**src/rtl/mem_access_stage_pkg.sv**
```systemverilog
// Shared types and constants for the memory-access pipeline stage.
package mem_stage_pkg;

    localparam int WORD_W     = 16;
    localparam int REG_ADDR_W = 3;

    // Memory-mapped LED register address (full 16-bit compare)
    localparam logic [WORD_W-1:0] MMIO_LED_ADDR = 16'hFF00;

    typedef enum logic [1:0] {
        IDLE   = 2'd0,
        WAIT   = 2'd1,
        ACCESS = 2'd2
    } state_t;

endpackage

```
**src/rtl/mem_access_stage_if.sv**
```systemverilog
// Stage 3 -> stage 4 -> stage 5 signal bundle.
// master: the upstream/downstream side (execute stage plus writeback view).
// slave : the memory-access stage itself.
interface mem_access_stage_if;
    import mem_stage_pkg::*;

    logic                  readEnable;
    logic                  writeEnable;
    logic [WORD_W-1:0]     Address;
    logic [WORD_W-1:0]     storeData;
    logic [WORD_W-1:0]     aluOutput;
    logic                  writeRegp3;
    logic [REG_ADDR_W-1:0] regAddressp3;

    logic                  stall;
    logic [WORD_W-1:0]     wbData;
    logic                  writeRegp4;
    logic [REG_ADDR_W-1:0] regAddressp4;

    modport master (
        output readEnable, writeEnable, Address, storeData, aluOutput,
               writeRegp3, regAddressp3,
        input  stall, wbData, writeRegp4, regAddressp4
    );

    modport slave (
        input  readEnable, writeEnable, Address, storeData, aluOutput,
               writeRegp3, regAddressp3,
        output stall, wbData, writeRegp4, regAddressp4
    );

endinterface

```
**src/rtl/mem_access_stage_data_ram.sv**
```systemverilog
// Single-port synchronous data RAM: one-cycle registered read, write enable,
// contents not reset.
module data_ram #(
    parameter int ADDR_BITS = 8,
    parameter int WIDTH     = 16
) (
    input  logic                 clk,
    input  logic                 i_we,
    input  logic [ADDR_BITS-1:0] i_addr,
    input  logic [WIDTH-1:0]     i_wdata,
    output logic [WIDTH-1:0]     o_rdata
);

    logic [WIDTH-1:0] r_mem [0:(1<<ADDR_BITS)-1];

    // Write port plus registered read of the same index
    always_ff @(posedge clk) begin
        if (i_we) begin
            r_mem[i_addr] <= i_wdata;
        end
        o_rdata <= r_mem[i_addr];
    end

endmodule

```
**src/rtl/mem_access_stage.sv**
```systemverilog
// Pipeline stage 4: services load/store requests from the execute stage
// against a local word RAM with programmable wait states, stalling stage 3
// while busy, and forwards load data or the ALU result to writeback.
// Optional feature macro: MEM_MMIO_LED_EN adds the ledValue register mapped
// at MMIO_LED_ADDR.
module mem_access_stage
    import mem_stage_pkg::*;
#(
    parameter int ADDR_BITS   = 8,
    parameter int WAIT_CYCLES = 0
) (
    input  logic               clk,
    input  logic               rst,
    mem_access_stage_if.slave  bus
`ifdef MEM_MMIO_LED_EN
    ,
    output logic [WORD_W-1:0]  ledValue
`endif
);

    // Wait counter preload; unused when WAIT_CYCLES is zero
    localparam logic [3:0] WAIT_INIT = (WAIT_CYCLES == 0) ? 4'd0 : 4'(WAIT_CYCLES - 1);

    state_t                r_state;
    state_t                w_state_next;
    logic [3:0]            r_cnt;
    logic                  w_req;
    logic                  w_stall;

    // Request latched in IDLE; stage 3 is free to change afterwards
    logic [ADDR_BITS-1:0]  r_idx;
    logic [WORD_W-1:0]     r_data;
    logic                  r_is_store;
    logic                  r_tag;
    logic [REG_ADDR_W-1:0] r_reg;
    logic                  r_mmio_hit;

    logic [WORD_W-1:0]     r_wb_data;
    logic                  r_write_regp4;
    logic [REG_ADDR_W-1:0] r_reg_addrp4;

    logic [ADDR_BITS-1:0]  w_ram_idx;
    logic                  w_ram_we;
    logic [WORD_W-1:0]     w_ram_rdata;
    logic [WORD_W-1:0]     w_load_data;

    assign w_req = bus.readEnable | bus.writeEnable;

    // Next-state and stall decode
    always_comb begin
        w_state_next = r_state;
        w_stall      = 1'b0;
        case (r_state)
            IDLE: begin
                w_stall = w_req;
                if (w_req) begin
                    w_state_next = (WAIT_CYCLES == 0) ? ACCESS : WAIT;
                end
            end
            WAIT: begin
                w_stall = 1'b1;
                if (r_cnt == 4'd0) begin
                    w_state_next = ACCESS;
                end
            end
            ACCESS:  w_state_next = IDLE;
            default: w_state_next = IDLE;
        endcase
    end

    // State register and wait counter
    always_ff @(posedge clk) begin
        if (rst) begin
            r_state <= IDLE;
            r_cnt   <= 4'd0;
        end else begin
            r_state <= w_state_next;
            if (r_state == IDLE && w_req) begin
                r_cnt <= WAIT_INIT;
            end else if (r_state == WAIT && r_cnt != 4'd0) begin
                r_cnt <= r_cnt - 4'd1;
            end
        end
    end

    // Capture the request; a simultaneous read+write is kept as a store
    always_ff @(posedge clk) begin
        if (r_state == IDLE && w_req) begin
            r_idx      <= bus.Address[ADDR_BITS-1:0];
            r_data     <= bus.storeData;
            r_is_store <= bus.writeEnable;
            r_tag      <= bus.writeRegp3;
            r_reg      <= bus.regAddressp3;
`ifdef MEM_MMIO_LED_EN
            r_mmio_hit <= (bus.Address == MMIO_LED_ADDR);
`else
            r_mmio_hit <= 1'b0;
`endif
        end
    end

    // The RAM read is launched one edge before ACCESS so its registered
    // output is ready during ACCESS: in IDLE the live address is used, later
    // the latched one. Reset in ACCESS suppresses the write.
    assign w_ram_idx = (r_state == IDLE) ? bus.Address[ADDR_BITS-1:0] : r_idx;
    assign w_ram_we  = (r_state == ACCESS) && r_is_store && !r_mmio_hit && !rst;

    data_ram #(
        .ADDR_BITS (ADDR_BITS),
        .WIDTH     (WORD_W)
    ) u_data_ram (
        .clk     (clk),
        .i_we    (w_ram_we),
        .i_addr  (w_ram_idx),
        .i_wdata (r_data),
        .o_rdata (w_ram_rdata)
    );

`ifdef MEM_MMIO_LED_EN
    logic [WORD_W-1:0] r_led;

    // LED register written by stores to MMIO_LED_ADDR
    always_ff @(posedge clk) begin
        if (rst) begin
            r_led <= '0;
        end else if (r_state == ACCESS && r_is_store && r_mmio_hit) begin
            r_led <= r_data;
        end
    end

    assign ledValue    = r_led;
    assign w_load_data = r_mmio_hit ? r_led : w_ram_rdata;
`else
    assign w_load_data = w_ram_rdata;
`endif

    // Writeback outputs: pass-through in IDLE, bubbles while busy, load result in ACCESS
    always_ff @(posedge clk) begin
        if (rst) begin
            r_wb_data     <= '0;
            r_write_regp4 <= 1'b0;
            r_reg_addrp4  <= '0;
        end else begin
            case (r_state)
                IDLE: begin
                    if (w_req) begin
                        r_write_regp4 <= 1'b0;
                    end else begin
                        r_wb_data     <= bus.aluOutput;
                        r_write_regp4 <= bus.writeRegp3;
                        r_reg_addrp4  <= bus.regAddressp3;
                    end
                end
                ACCESS: begin
                    if (r_is_store) begin
                        r_write_regp4 <= 1'b0;
                    end else begin
                        r_wb_data     <= w_load_data;
                        r_write_regp4 <= r_tag;
                        r_reg_addrp4  <= r_reg;
                    end
                end
                default: r_write_regp4 <= 1'b0;
            endcase
        end
    end

    assign bus.stall        = w_stall;
    assign bus.wbData       = r_wb_data;
    assign bus.writeRegp4   = r_write_regp4;
    assign bus.regAddressp4 = r_reg_addrp4;

endmodule

```
**src/flat_wrapper.sv**
```systemverilog
// flat-port wrapper written by rule: the top's interface ports become plain ports
module mem_access_stage_flat import mem_stage_pkg::*;
#(
    parameter int ADDR_BITS   = 8,
    parameter int WAIT_CYCLES = 0
)
  (clk, rst, bus_readEnable, bus_writeEnable, bus_Address, bus_storeData, bus_aluOutput, bus_writeRegp3, bus_regAddressp3, bus_stall, bus_wbData, bus_writeRegp4, bus_regAddressp4);
  mem_access_stage_if bus_i ();
  input  logic clk;
  input  logic rst;
  input wire logic [$bits(bus_i.readEnable)-1:0] bus_readEnable;
  input wire logic [$bits(bus_i.writeEnable)-1:0] bus_writeEnable;
  input wire logic [$bits(bus_i.Address)-1:0] bus_Address;
  input wire logic [$bits(bus_i.storeData)-1:0] bus_storeData;
  input wire logic [$bits(bus_i.aluOutput)-1:0] bus_aluOutput;
  input wire logic [$bits(bus_i.writeRegp3)-1:0] bus_writeRegp3;
  input wire logic [$bits(bus_i.regAddressp3)-1:0] bus_regAddressp3;
  output wire logic [$bits(bus_i.stall)-1:0] bus_stall;
  output wire logic [$bits(bus_i.wbData)-1:0] bus_wbData;
  output wire logic [$bits(bus_i.writeRegp4)-1:0] bus_writeRegp4;
  output wire logic [$bits(bus_i.regAddressp4)-1:0] bus_regAddressp4;
  assign bus_i.readEnable = bus_readEnable;
  assign bus_i.writeEnable = bus_writeEnable;
  assign bus_i.Address = bus_Address;
  assign bus_i.storeData = bus_storeData;
  assign bus_i.aluOutput = bus_aluOutput;
  assign bus_i.writeRegp3 = bus_writeRegp3;
  assign bus_i.regAddressp3 = bus_regAddressp3;
  assign bus_stall = bus_i.stall;
  assign bus_wbData = bus_i.wbData;
  assign bus_writeRegp4 = bus_i.writeRegp4;
  assign bus_regAddressp4 = bus_i.regAddressp4;
  mem_access_stage #(.ADDR_BITS(ADDR_BITS), .WAIT_CYCLES(WAIT_CYCLES)) u_core (.clk(clk), .rst(rst), .bus(bus_i));
endmodule
```
**config.mk**
```make
export PLATFORM = sky130hd
export DESIGN_NAME = mem_access_stage_flat
export DESIGN_NICKNAME = d
export VERILOG_FILES = /design/src/rtl/mem_access_stage_pkg.sv /design/src/rtl/mem_access_stage_if.sv /design/src/rtl/mem_access_stage_data_ram.sv /design/src/rtl/mem_access_stage.sv /design/src/flat_wrapper.sv
export SDC_FILE = /design/constraint.sdc
export NUM_CORES = 2
export LEC_CHECK = 0
export ABC_AREA = 0
export BUFFER_PORTS_ARGS = -buffer_cell sky130_fd_sc_hd__buf_2
export CAP_MARGIN = 20
export CORE_ASPECT_RATIO = 1.75
export CORE_UTILIZATION = 59
export CTS_BUF_LIST = sky130_fd_sc_hd__clkbuf_8
export DETAILED_ROUTE_END_ITERATION = 10
export PLACE_DENSITY = 0.78
export SYNTH_ARGS = -nofsm -noshare
export SYNTH_HDL_FRONTEND = slang
export SYNTH_HIERARCHICAL = 1
export SYNTH_SLANG_ARGS = --single-unit
```
**constraint.sdc**
```tcl
create_clock -name clk -period 4.2 [get_ports clk]
set_clock_uncertainty 0.1 [all_clocks]
set_input_delay 0.21 -clock clk [delete_from_list [all_inputs] [get_ports clk]]
set_output_delay 0.21 -clock clk [all_outputs]
set_load 0.02 [all_outputs]
```
# After elaboration in Yosys (flattened, before gate mapping)
# Memories as Yosys holds them, arrays and structs flattened. A register that Yosys moved wholly into a read port is not among the register bits.
# Index checks and enable logic that the tools add are counted.
[totals]
reg_bits = 55
ram_bits = 4096
in_bits = 56
mem_count = 1
[mem_list]
columns = ["name", "depth", "word_bits", "read_ports", "rd_clocked_by_memory_dff", "write_ports", "line", "text"]
rows = [
  ["u_core.u_data_ram.r_mem", 256, 16, 1, 1, 1, "mem_access_stage_data_ram.sv:14", "logic [WIDTH-1:0] r_mem [0:(1<<ADDR_BITS)-1];"],
]
[classes]
n_addsub = 1
eq_ne = 6
muxes = 16
bitwise = 1
reduce_logical = 12
[ops]
columns = ["operator", "count"]
rows = [
  ["2-to-1 mux 16 bit", 2],
  ["one-hot mux 16 bit (2 select lines)", 1],
  ["2-to-1 mux 8 bit", 1],
  ["2-to-1 mux 3 bit", 2],
  ["one-hot mux 3 bit (2 select lines)", 1],
  ["logical AND 1 bit", 4],
  ["zero test 4 bit", 1],
  ["2-to-1 mux 1 bit", 4],
  ["2-to-1 mux 2 bit", 2],
  ["!= test 2 x 1 -> 1 bit, second input constant", 2],
  ["!= test 2 bit, second input constant", 2],
  ["one-hot mux 1 bit (2 select lines)", 2],
  ["one-hot mux 2 bit (2 select lines)", 1],
  ["nonzero test 4 bit", 1],
  ["subtractor 4 x 1 -> 4 bit, second input constant", 1],
  ["AND reduction 3 bit", 1],
  ["== test 2 x 1 -> 1 bit, second input constant", 1],
  ["== test 2 bit, second input constant", 1],
  ["zero test 2 bit", 1],
  ["AND reduction 2 bit", 1],
  ["nonzero test 2 bit", 1],
  ["OR reduction 2 bit", 1],
  ["zero test 1 bit", 1],
  ["OR 1 bit", 1],
]

# Logic depth before layout (Yosys ltp)
[depth]
word_depth = 5
mapped_depth = 13
ltp_nobuf = 6

# Modules after synthesis
# The synthesis kept the hierarchy.
[modules_own_cells]
columns = ["mod", "n_inst", "cells_each", "area_each_um2"]
rows = [
  ["data_ram", 1, 6727, 155399.0],
  ["mem_access_stage", 1, 159, 2313.5],
]

# Worst setup path after synthesis
# OpenSTA, ideal clock, no wires.
[synth_timing]
kind = "flip-flop to flip-flop"
from = "reg u_core.r_data[0]"
to = "mem u_core.u_data_ram.r_mem[0][0], data pin"
t_arrival_ns = 3.228
required_ns = 3.283
slack_ns = 0.054
path_stages_with_launch = 1
path_buffers = 0
period_less_slack_ns = 4.146
path_cell_list = "edfxtp_1"
[synth_lines]
columns = ["item", "line", "text"]
rows = [
  ["from (decl)", "mem_access_stage.sv:32", "logic [WORD_W-1:0] r_data;"],
  ["from (signal assigned)", "mem_access_stage.sv:90", "r_data <= bus.storeData;"],
  ["to (decl)", "mem_access_stage_data_ram.sv:14", ""],
]
# Straight into the memory's write port.

# Final worst setup path
[layout_timing]
from = "reg u_core.r_state[1]"
to = "mem u_core.u_data_ram.r_mem[73][5] (enable)"
[layout_between]
elab_chain_len = 5
word_cells_on_any_way = 7
classes_between = "eq/ne (1); mux (3); reduce/logical (3)"
[layout_rtl]
columns = ["item", "line", "text"]
rows = [
  ["from (decl)", "mem_access_stage.sv:24", "state_t r_state;"],
  ["from (signal assigned)", "mem_access_stage.sv:77", "r_state <= w_state_next;"],
  ["== test 2 bit", "mem_access_stage.sv:106", "assign w_ram_we = (r_state == ACCESS) && r_is_store && !r_mmio_hit && !rst;"],
  ["logical AND 1 bit (2 in series)", "mem_access_stage.sv:106", ""],
  ["named net u_core.w_ram_we", "mem_access_stage.sv:43", "logic w_ram_we;"],
  ["2-to-1 mux 1 bit", "mem_access_stage_data_ram.sv:18", "if (i_we) begin"],
  ["2-to-1 mux 1 bit (implied by the code)", "mem_access_stage_data_ram.sv:19", "r_mem[i_addr] <= i_wdata;"],
]
# The timed path passes the listed nets, and every way through them passes these cells.

==> results.txt <==
Run status - finished, violations left
Failing checks - max-slew violations
Initial drt markers - 10690
Count of cell types in the netlist - 30
I/O Pins - 77
Endpoint class of the critical path - flip-flop
Main combinational cell family by area after synthesis - multiplexers
Worst-case clock buffer depth - 4
Share of cell area taken by muxes after synthesis - 0.1480
Cell row count - 250
Combined global-route utilization of all metal layers - 0.2989
Register bit total from synthesis - 4162
Via density per instance - 6.780
Worst setup path class - reg -> reg
Number of warnings printed during yosys synthesis - 6
Number of vias in the routed layout - 80050
TritonCTS clock tree - done
Peak fanout along the critical path - 20
Horizontal die dimension - 392.8 µm
Nature of the critical path startpoint - flip-flop
Worst-Skew Late Latency - 1.05 ns
Simple-gate area share of the yosys netlist - 0.009179
Number of buffers added by the clock tree synthesis step - 546
Total Wirelength - 401.3 mm
Half-perimeter wire length of the detailed placement result - 247.7 mm
Register with the highest flop count - u_core/u_data_ram/r_mem
MaxCap Viol Count - 0
Largest net degree at the start of global routing - 185
Most frequent cells in the layout - sky130_fd_sc_hd__edfxtp_1, sky130_fd_sc_hd__mux4_2, sky130_fd_sc_hd__buf_4, sky130_fd_sc_hd__clkbuf_8, sky130_fd_sc_hd__a22oi_1
Final setup margin - 0.02198 ns
Placement-stage worst setup slack - -0.2198 ns
Clock tree sinks - 4162
Post-Synth Adder-Cell Area - 0
Setup repair after global routing missed its margin - no
Final clock period utilization by the worst path - 0.9948
Crit path buf inv count - 4
Compound-Gate Fraction of Synth Area - 0.03965
CTS H-Tree Depth - 6
Synthesized-area fraction occupied by xor and xnor cells - 0
Global-route wire length before repair - 568.1 mm
Max rail drop VDD - 0.0003627 V
Slew @ Worst Pin - 1.566 ns
Data arrival time of the critical path - 4.78 ns
Buffer cell driving the clock tree root - sky130_fd_sc_hd__clkbuf_8
Power Dens Cells - 458.8 nW/µm²
Data required, critical path - 4.80 ns
Average routed wire per standard cell - 33.99 µm
Total Nets Final - 7909
Max Clk Rate - 239.3 MHz
Number of hold violations in the final report - 0
Core area - 265300 µm²
Reg clk slew, reported paths - 0.07 ns
Rel. slew slack - -0.04428
Relative area change from synthesis to final layout - 13.01%
Most common cell after layout, fill and taps aside - sky130_fd_sc_hd__edfxtp_1
Final Instance Count excl. Fillers - 11810
Full die area - 269500 µm²
Initial cell density of the core - 0.5946
Gate family responsible for the most delay along the worst path - simple AND/OR/NAND/NOR gates
Layout cell share with drive strength beyond 1 - 0.3107
Final core utilization - 0.6719
Standby leakage power - 56.10 nW
Number of flip-flops under the largest register name - 4096
Proportion of synthesized chip area in sequential cells - 0.7901
Placed cells - 10730
Leftover overflow at the end of global routing - 0
Drt first pass iters - 8
Initial antenna violation count - 10
Tightest Hold Check Type - in -> reg
Final setup violation count - 0
Synthesized cell area - 157700 µm²
Synthesized Nets - 6942
Peak per-stage delay on the critical path - 0.63 ns
Cells after Synth - 6886
Height of the die - 686.0 µm
Post-route antenna net violation count - 0
# fillers - 15590
Crit path max-delay cell type - sky130_fd_sc_hd__nor2_1
Drt drc - 0
Port bufs - 68
Final Wtd Congestion - 0.9063
DP Area - 167000 µm²
Final max-slew violation count - 55
Ordered cell list for the critical path - buf_4 -> nand2_1 -> nor2_1 -> inv_1 -> nor2_1 -> nand2_2 -> buf_4 -> nor2_1 -> buf_4
Final Cell Area - 178200 µm²
Minimum period implied by the final worst setup slack - 4.178 ns
Vias in the first global route - 81370
Avg Synthesized Cell Area - 22.90 µm²
[power breakdown]
group | total [mW] | switching, mW | internal, mW
Sequential | 46.2 | 0.171 | 46.1
Combinational | 7.10 | 4.41 | 2.69
Clock | 28.5 | 14.5 | 13.9
Total | 81.8 | 19.1 | 62.7
[metrics by stage]
step                      setup TNS [ns]  total power [mW]  hold WS (ns)
after floorplan                        0             51.22        0.1828
after global placement            -2.340             53.78        0.2870
after detailed placement          -2.494             54.01        0.2881
after CTS                              0             81.86      0.002291
after global routing                   0             83.74       0.04549
final                                  0             81.78       0.03520
[per-layer routing]
layer	vias up	track usage	routed length, µm
li1	31590	-	-
met5	-	0	78
met2	5804	0.4985	205200
met1	41530	0.3587	127000
met4	12	0.1933	29140
met3	1119	0.05479	39870
[synthesized netlist by cell type]
master                        n  area [µm²]
sky130_fd_sc_hd__buf_6       30       337.8
sky130_fd_sc_hd__buf_8        2       30.03
sky130_fd_sc_hd__or3_1        1       6.260
sky130_fd_sc_hd__buf_2       83       415.4
sky130_fd_sc_hd__and2_1       3       18.77
sky130_fd_sc_hd__dfxtp_1     37       740.7
sky130_fd_sc_hd__a22oi_1    512        3844
sky130_fd_sc_hd__or2_2        2       12.51
sky130_fd_sc_hd__a211oi_2    27       337.8
sky130_fd_sc_hd__mux4_2    1024       23060
sky130_fd_sc_hd__nand2_1     29       108.9
sky130_fd_sc_hd__inv_1        1       3.750
sky130_fd_sc_hd__o41ai_1     64       560.5
sky130_fd_sc_hd__nor2b_1      7       43.79
sky130_fd_sc_hd__buf_1       54       202.7
sky130_fd_sc_hd__a211oi_1    11       82.58
sky130_fd_sc_hd__nor2_2       1       6.260
sky130_fd_sc_hd__mux2_2       8       90.09
sky130_fd_sc_hd__buf_4       17       127.6
sky130_fd_sc_hd__nor2_1     234       878.3
sky130_fd_sc_hd__edfxtp_1  4125      123900
sky130_fd_sc_hd__nand3b_1     2       15.01
sky130_fd_sc_hd__nand3_1     13       65.06
sky130_fd_sc_hd__nand4_1     16       100.1
sky130_fd_sc_hd__a21oi_1    257        1286
sky130_fd_sc_hd__mux2i_1     19       190.2
sky130_fd_sc_hd__nand2b_1     6       37.54
sky130_fd_sc_hd__o21a_1      19       142.6
sky130_fd_sc_hd__nor3_1      31       155.2
sky130_fd_sc_hd__clkbuf_1   251       942.2
[cells by family (layout without fill, tap and decap cells)]
group,count (synthesis),after routing
simple gates,345,345
other cells,0,13
buf+inv,438,1818
flops,4162,4162
mux,1051,1051
compound gates,890,890
[worst paths after layout]
kind / to / cells past startpoint / slack (ns) / start
setup / recovery: u_core/u_data_ram/r_mem[73][5] / 9 / 0.02 / u_core/r_state[1]
hold / removal: u_core/bus.wbData[12] / 4 / 0.04 / bus_aluOutput[12]
setup reg to reg: u_core/u_data_ram/r_mem[73][5] / 9 / 0.02 / u_core/r_state[1]
hold reg to reg: u_core/bus.wbData[15] / 2 / 0.51 / u_core/bus.wbData[15]
[timing repair]
| item | 4_1_cts | 5_1_grt |
|---|---|---|
| hold buffers | 101 | 0 |
| setup buffers | 0 | 0 |
| hold endpoints to repair | 79 | 0 |
| resized for setup | 6 | 2 |
| setup endpoints to repair | 114 | 2 |
[layout make-up]
type / count / area, µm² / area share
Tap cell: 3528 / 4414 / 0.02477
Clock buffer: 577 / 7941 / 0.04456
Antenna cell: 13 / 32.53 / 0.0001825
Multi-Input combinational cell: 2286 / 31460 / 0.1765
Clock inverter: 384 / 2155 / 0.01209
Inverter: 1 / 3.754 / 0.00002106
Timing Repair Buffer: 856 / 7615 / 0.04272
Sequential cell: 4162 / 124600 / 0.6991
[worst min-delay path, stage by stage]
cell and delay [ns]:
sky130_fd_sc_hd__dlygate4sd3_1 0.53, sky130_fd_sc_hd__buf_2 0.12, sky130_fd_sc_hd__a211oi_2 0.06, sky130_fd_sc_hd__a211oi_2 0.19
Power figures use the tool's default switching activity.
